File: config.mk
export PLATFORM = sky130hd
export DESIGN_NAME = heat_sense_conditioner
export DESIGN_NICKNAME = d
export VERILOG_FILES = /design/src/rtl/heat_pkg.sv /design/src/rtl/heat_avg4.sv /design/src/rtl/heat_sense_conditioner.sv
export SDC_FILE = /design/constraint.sdc
export NUM_CORES = 1
export LEC_CHECK = 0
export CAP_MARGIN = 15
export CORE_MARGIN = 8
export CORE_UTILIZATION = 51
export CTS_BUF_LIST = sky130_fd_sc_hd__clkbuf_8
export CTS_CLUSTER_SIZE = 20
export DETAILED_ROUTE_END_ITERATION = 10
export MAX_ROUTING_LAYER = met4
export PLACE_DENSITY = 0.68
export SYNTH_ARGS = -nofsm -noshare
export SYNTH_HDL_FRONTEND = slang
export SYNTH_SLANG_ARGS = --single-unit
File: constraint.sdc
create_clock -name clock -period 5.8 [get_ports clock]
set_clock_uncertainty 0.2 [all_clocks]
set_input_delay 1.16 -clock clock [delete_from_list [all_inputs] [get_ports clock]]
set_output_delay 1.16 -clock clock [all_outputs]
set_load 0.02 [all_outputs]
File: src/rtl/heat_pkg.sv
// heat_pkg: shared state type and temperature constants for the heat sensing front end.
package heat_pkg;
    typedef enum logic [1:0] {WARMUP, IDLE, HEAT, COOL} state_t;
    localparam int TEMP_UNIT     = 16;
    localparam int DEF_TARGET    = 18 * TEMP_UNIT;
    localparam int DEF_THRESHOLD = 2 * TEMP_UNIT;
endpackage

File: src/rtl/heat_avg4.sv
// heat_avg4: 4-entry sample window with running sum, saturating fill count and floor average.
module heat_avg4 #(
    parameter int WIDTH = 12
) (
    input  logic                    clock,
    input  logic                    rst,
    input  logic                    sample_valid,
    input  logic                    clear,
    input  logic signed [WIDTH-1:0] sample,
    output logic signed [WIDTH-1:0] avg,
    output logic                    full
);
    logic [3:0][WIDTH-1:0] win_q, win_d;
    logic signed [WIDTH+1:0] sum_q, sum_d;
    logic [2:0] fill_q, fill_d;

    // The sum always tracks the window contents, so clearing only the fill count keeps it consistent.
    always_comb begin
        win_d  = sample_valid ? {win_q[2:0], sample} : win_q;
        sum_d  = sample_valid ? sum_q + {{2{sample[WIDTH-1]}}, sample} - {{2{win_q[3][WIDTH-1]}}, win_q[3]} : sum_q;
        fill_d = clear ? 3'd0 : (sample_valid && fill_q != 3'd4) ? fill_q + 3'd1 : fill_q;
    end

    always_ff @(posedge clock or negedge rst) begin
        if (!rst) begin
            win_q  <= '0;
            sum_q  <= '0;
            fill_q <= '0;
        end else begin
            win_q  <= win_d;
            sum_q  <= sum_d;
            fill_q <= fill_d;
        end
    end

    assign avg  = sum_q[WIDTH+1:2];
    assign full = fill_q == 3'd4;
endmodule

File: src/rtl/heat_sense_conditioner.sv
// heat_sense_conditioner: turns averaged temperature samples into debounced heat/cool
// requests with hysteresis exit and stale-sensor fault handling.
module heat_sense_conditioner
    import heat_pkg::*;
#(
    parameter int WIDTH        = 12,
    parameter int DEBOUNCE     = 3,
    parameter int STALE_CYCLES = 1000
) (
    input  logic                    clock,
    input  logic                    rst,
    input  logic                    sample_valid,
    input  logic signed [WIDTH-1:0] sample,
    input  logic signed [WIDTH-1:0] target,
    input  logic        [WIDTH-1:0] threshold,
    output logic                    A,
    output logic                    B,
    output logic                    fault,
    output logic signed [WIDTH-1:0] avg
);
    localparam int CW = $clog2(STALE_CYCLES + 1);
    localparam int SW = $clog2(DEBOUNCE + 1);

    state_t state_q, state_d;
    logic [CW-1:0] cnt_q, cnt_d;
    logic [SW-1:0] cold_q, cold_d, hot_q, hot_d;
    logic fault_q, fault_d, a_q, b_q, pend_q, full, stale, eval, cold, hot;
    logic signed [WIDTH+1:0] avg_x, tgt_x, thr_x;

    heat_avg4 #(.WIDTH(WIDTH)) u_avg (
        .clock        (clock),
        .rst          (rst),
        .sample_valid (sample_valid),
        .clear        (stale),
        .sample       (sample),
        .avg          (avg),
        .full         (full)
    );

    assign avg_x = {{2{avg[WIDTH-1]}}, avg};
    assign tgt_x = {{2{target[WIDTH-1]}}, target};
    assign thr_x = {2'b00, threshold};
    assign cold  = avg_x < tgt_x - thr_x;
    assign hot   = avg_x > tgt_x + thr_x;
    assign stale = !sample_valid && cnt_q == CW'(STALE_CYCLES - 1);
    assign eval  = pend_q && full;

    // The evaluation of the window-filling capture already counts toward the debounce streak.
    always_comb begin
        state_d = state_q;
        cold_d  = cold_q;
        hot_d   = hot_q;
        fault_d = sample_valid ? 1'b0 : fault_q;
        cnt_d   = sample_valid ? '0 : stale ? cnt_q : cnt_q + CW'(1);
        if (stale) begin
            fault_d = 1'b1;
            state_d = WARMUP;
            cold_d  = '0;
            hot_d   = '0;
        end else if (eval) begin
            case (state_q)
                WARMUP, IDLE: begin
                    cold_d  = cold ? cold_q + SW'(1) : '0;
                    hot_d   = hot ? hot_q + SW'(1) : '0;
                    state_d = IDLE;
                    if (cold_d == SW'(DEBOUNCE)) begin
                        state_d = HEAT;
                        cold_d  = '0;
                    end else if (hot_d == SW'(DEBOUNCE)) begin
                        state_d = COOL;
                        hot_d   = '0;
                    end
                end
                HEAT:    state_d = avg_x >= tgt_x ? IDLE : HEAT;
                COOL:    state_d = avg_x <= tgt_x ? IDLE : COOL;
                default: state_d = WARMUP;
            endcase
        end
    end

    always_ff @(posedge clock or negedge rst) begin
        if (!rst) begin
            state_q <= WARMUP;
            cnt_q   <= '0;
            cold_q  <= '0;
            hot_q   <= '0;
            fault_q <= 1'b0;
            a_q     <= 1'b0;
            b_q     <= 1'b0;
            pend_q  <= 1'b0;
        end else begin
            state_q <= state_d;
            cnt_q   <= cnt_d;
            cold_q  <= cold_d;
            hot_q   <= hot_d;
            fault_q <= fault_d;
            a_q     <= state_d == HEAT;
            b_q     <= state_d == COOL;
            pend_q  <= sample_valid;
        end
    end

    assign A     = a_q;
    assign B     = b_q;
    assign fault = fault_q;
endmodule

==> Implementation_results.wiki <==
{| class="wikitable"
! Metric !! Value
|-
| Status || complete, no violations
|-
| Inserted Clock Buffers || 9
|-
| Deepest clock path buffer count || 2
|-
| Average wire per standard cell || 14.4 microns
|-
| Number of placed I/O pins || between 50 and 60
|-
| Tcrit/Tclk final || 0.902
|-
| Number of maximum-capacitance violations || 0
|-
| Setup TNS || 0 ps
|-
| Final weighted congestion in routability-driven placement || a little over 0.9
|-
| Initial Util || 0.521
|-
| Sequential share of power || 0.279
|-
| GR met3 Demand/Resource || 0.0271
|-
| Horizontal die dimension || ~130 microns
|-
| Total wire length after detailed routing || 13000 microns
|-
| Library cell with the largest summed area after synthesis || sky130_fd_sc_hd__dfrtp_1
|-
| Synthesized flop and latch total || 85
|-
| Most frequent cells in the layout || 96 x sky130_fd_sc_hd__inv_1, 85 x sky130_fd_sc_hd__dfrtp_1, 83 x sky130_fd_sc_hd__ha_1
|-
| Dominant synthesized flop cell || sky130_fd_sc_hd__dfrtp_1
|-
| Die Outline Area || about 17000 sq um
|-
| Pin count of the biggest net entering global routing || a little over 90
|-
| Maximum level of the CTS H-tree || 3
|-
| Post-Syn Area || 6550 sq um
|-
| Minimum period implied by the final worst setup slack || between 5000 and 6000 ps
|-
| Seq/Total Area, Yosys || 0.325
|-
| Critical Path Sink Type || flop
|-
| Peak per-stage delay on the critical path || roughly 660 ps
|-
| Number of setup violations in the final report || 0
|-
| Post-route cell area || 7400 sq um
|-
| Count of input and output buffers || 53
|-
| Count of non-filler cells in the finished layout || 898
|-
| Share of the synthesized area in the top cell type || 0.325
|-
| Main area contributors after synthesis || sky130_fd_sc_hd__dfrtp_1 32%, sky130_fd_sc_hd__ha_1 16%, sky130_fd_sc_hd__mux2_2 8.2%
|-
| Number of enable flip-flop cells after synthesis || 0
|-
| Vias in the first global route || 4838
|-
| Most common library cell in the layout ignoring fill and taps || sky130_fd_sc_hd__inv_1
|-
| Count of hold-fix buffers inserted at cts || 0
|-
| Fraction of synthesis flops using an asynchronous set or reset pin || 1.00
|-
| Total global-route track usage || 0.167
|-
| Clock latency of the later-clocked register in the worst-skew pair || about 370 ps
|-
| Register-to-Register Setup Slack || 2530 ps
|-
| NetSw || approximately 1.3 mW
|-
| Total power per unit cell area || roughly 430 nW/um^2
|-
| Final slew viol count || 0
|-
| Area delta synth->final || 12.9%
|-
| Switching share of power || 0.419
|-
| Cell Rows || between 40 and 50
|-
| Achievable frequency || approximately 190 MHz
|-
| Gate power share || 0.572
|-
| DRC violations left || 0
|-
| IR drop worst, VDD || roughly 280 uV
|-
| Clock power frac || 0.150
|-
| ANT nets after route || 0
|-
| Post-layout utilization of the core || 0.589
|-
| # diodes || 0
|-
| Hold violation total from the final report || 0
|-
| Synthesized netlist cell count || about 700
|-
| Slowest CP cell || sky130_fd_sc_hd__o41ai_1
|-
| Number of iterations in the first detailed-routing pass || 4
|-
| Busiest layer in global routing || met2
|-
| Mean post-synth cell area || between 9 and 10 sq um
|-
| Placed cells || about 900
|-
| CTS tree || built
|-
| Total congestion overflow || 0
|-
| Number of gates given a new drive strength after cts || 0
|-
| Global-route wire length before repair || 22100 microns
|-
| Clock sinks || 85
|-
| Post-CTS Setup Repair Bufs || 0
|-
| Distinct cell type count of the synthesized netlist || 64
|-
| Sequence of cells on the critical path || clkdlybuf4s50_1, inv_1, fa_1, o21bai_1, a221oi_1, o31ai_1, a31oi_1, o21bai_1, a21oi_1, xnor2_1, ha_1, nand4_1, o41ai_1, nor4_1, nor3_1, nor3_1
|-
| Overall die height || 129 microns
|-
| Critical setup path kind || in -> reg
|-
| Post-layout net count || between 800 and 900
|-
| Internal Pwr Total || between 1.5 and 2 mW
|-
| Largest fanout on the critical path || 4
|-
| Type of element launching the critical path || input pin
|-
| Synthesis warning total || 0
|-
| Fraction of final layout cells sized beyond drive strength 1 || 0.113
|-
| Pin slew with the least headroom to its limit || between 1000 and 1500 ps
|-
| Number of vias after detailed routing || 4834
|-
| Placed cell area || just over 7000 sq um
|-
| Synth Net Count || 821
|-
| RSZ-0062 raised after global routing || false
|-
| Floorplan core area || about 13000 sq um
|-
| Number of filler cells placed in the layout || around 1100
|-
| Initial DRC Count || roughly 300
|-
| Leakage power summed over all cells || 3.46 nW
|-
| Met2 global-route usage || 0.261
|-
| Antenna violations before repair || 0
|-
| Worst-path clk slew || approximately 90 ps
|-
| Post-detailed-placement half-perimeter wirelength || around 10000 microns
|-
| Met1 GRT Util || 0.212
|-
| Data required time of the worst path || roughly 5800 ps
|-
| Vias per cell || between 5 and 6
|-
| Hold Path Class || reg -> reg
|-
| Buffer type at the clock tree root || sky130_fd_sc_hd__clkbuf_8
|-
| Worst path arrival time || 5250 ps
|-
| Worst-case headroom to the max-slew limit || 0.320
|}
[cells in the mapped netlist, types with 3 or more instances]
cell type	n
sky130_fd_sc_hd__or3_1	7
sky130_fd_sc_hd__nand4_1	7
sky130_fd_sc_hd__mux2i_1	5
sky130_fd_sc_hd__mux2_2	48
sky130_fd_sc_hd__xor2_1	11
sky130_fd_sc_hd__o21a_1	7
sky130_fd_sc_hd__nand2b_1	10
sky130_fd_sc_hd__a31oi_1	3
sky130_fd_sc_hd__a21o_1	4
sky130_fd_sc_hd__nor2_1	47
sky130_fd_sc_hd__nor2b_1	7
sky130_fd_sc_hd__nand3_1	15
sky130_fd_sc_hd__dfrtp_1	85
sky130_fd_sc_hd__o21ai_1	4
sky130_fd_sc_hd__o21bai_1	6
sky130_fd_sc_hd__ha_1	83
sky130_fd_sc_hd__inv_1	96
sky130_fd_sc_hd__fa_1	15
sky130_fd_sc_hd__and3_1	4
sky130_fd_sc_hd__buf_4	14
sky130_fd_sc_hd__xnor2_1	28
sky130_fd_sc_hd__buf_1	5
sky130_fd_sc_hd__o211ai_1	3
sky130_fd_sc_hd__nand2_1	30
sky130_fd_sc_hd__a21oi_1	37
sky130_fd_sc_hd__o21ai_0	28
sky130_fd_sc_hd__nor3_1	11
sky130_fd_sc_hd__nor4_1	5
sky130_fd_sc_hd__a211oi_1	3
sky130_fd_sc_hd__clkbuf_1	10
[kinds of logic (layout without fill, tap and decap cells)]
kind of cell	after synthesis	in the layout	share of synthesized area
AND/OR/NAND/NOR	158	158	0.122
flip-flops	85	85	0.325
AO/OA/AOI/OAI	125	125	0.127
buffers and inverters	126	168	0.0802
multiplexers	53	53	0.0901
adder cells (fa/ha/maj)	98	98	0.204
XOR/XNOR	39	39	0.0521
[registers in the layout (all words and copies together), names as in the netlist]
| name | cells |
|---|---|
| B | 1 |
| cold_q | 2 |
| pend_q | 1 |
| cnt_q | 10 |
| u_avg.sum_q | 14 |
| hot_q | 2 |
| A | 1 |
| fault | 1 |
| u_avg.win_q | 48 |
| u_avg.fill_q | 3 |
| state_q | 2 |
[final timing paths]
| check | from | endpoint | cells past startpoint |
|---|---|---|---|
| worst max register to register | u_avg.sum_q[4] | u_avg.sum_q[11] | 11 |
| worst max-delay path | target[1] | state_q[1] | 16 |
| worst min register to register | u_avg.win_q[35] | u_avg.win_q[47] | 2 |
| min in group asynchronous | rst | cnt_q[3] | 1 |
| max in group asynchronous | rst | u_avg.sum_q[10] | 2 |
| worst min-delay path | u_avg.win_q[35] | u_avg.win_q[47] | 2 |
[per-layer routing]
| metal | vias up | wire, microns | share of wire |
|---|---|---|---|
| li1 | 2408 | - | - |
| met3 | 24 | 473 | 0.037 |
| met2 | 82 | 6050 | 0.47 |
| met4 | 0 | 284 | 0.022 |
| met5 | - | 0 | 0 |
| met1 | 2320 | 6140 | 0.47 |
[power groups by stage]
stage	Sequential [mW]	Clock, mW	Combinational, mW
2_1_floorplan	0.836	0	1.44
6_report	0.877	0.471	1.80
3_3_place_gp	0.880	0	1.72
5_1_grt	0.898	0.508	2.06
3_5_place_dp	0.888	0	1.79
4_1_cts	0.876	0.489	1.80
[layout make-up]
type                       count  area, sq um  area share
multi-input combinational    473         3900       0.527
sequential                    85         2130       0.287
timing repair buffer          55          561      0.0758
inverter                      97          364      0.0492
tap                          172          215      0.0291
clock buffer                  10          138      0.0186
clock inverter                 6         93.8      0.0127
[per-stage QoR]
stage / worst slack (ps) / power [mW] / hold slack (ps)
floorplan: 1000 / 2.27 / 249
global placement: 267 / 2.60 / 261
detailed placement: 143 / 2.68 / 274
CTS: 541 / 3.17 / 290
global route: 251 / 3.47 / 321
finish: 569 / 3.15 / 286
[worst max-delay path: cells and delay by family]
family          cells  cell delay [ps]
fa+ha+maj           2              770
compound gates      7             1820
xor+xnor            1              140
simple gates        4              690
buf+inv             2              670
(Power assumes the default switching activity.)
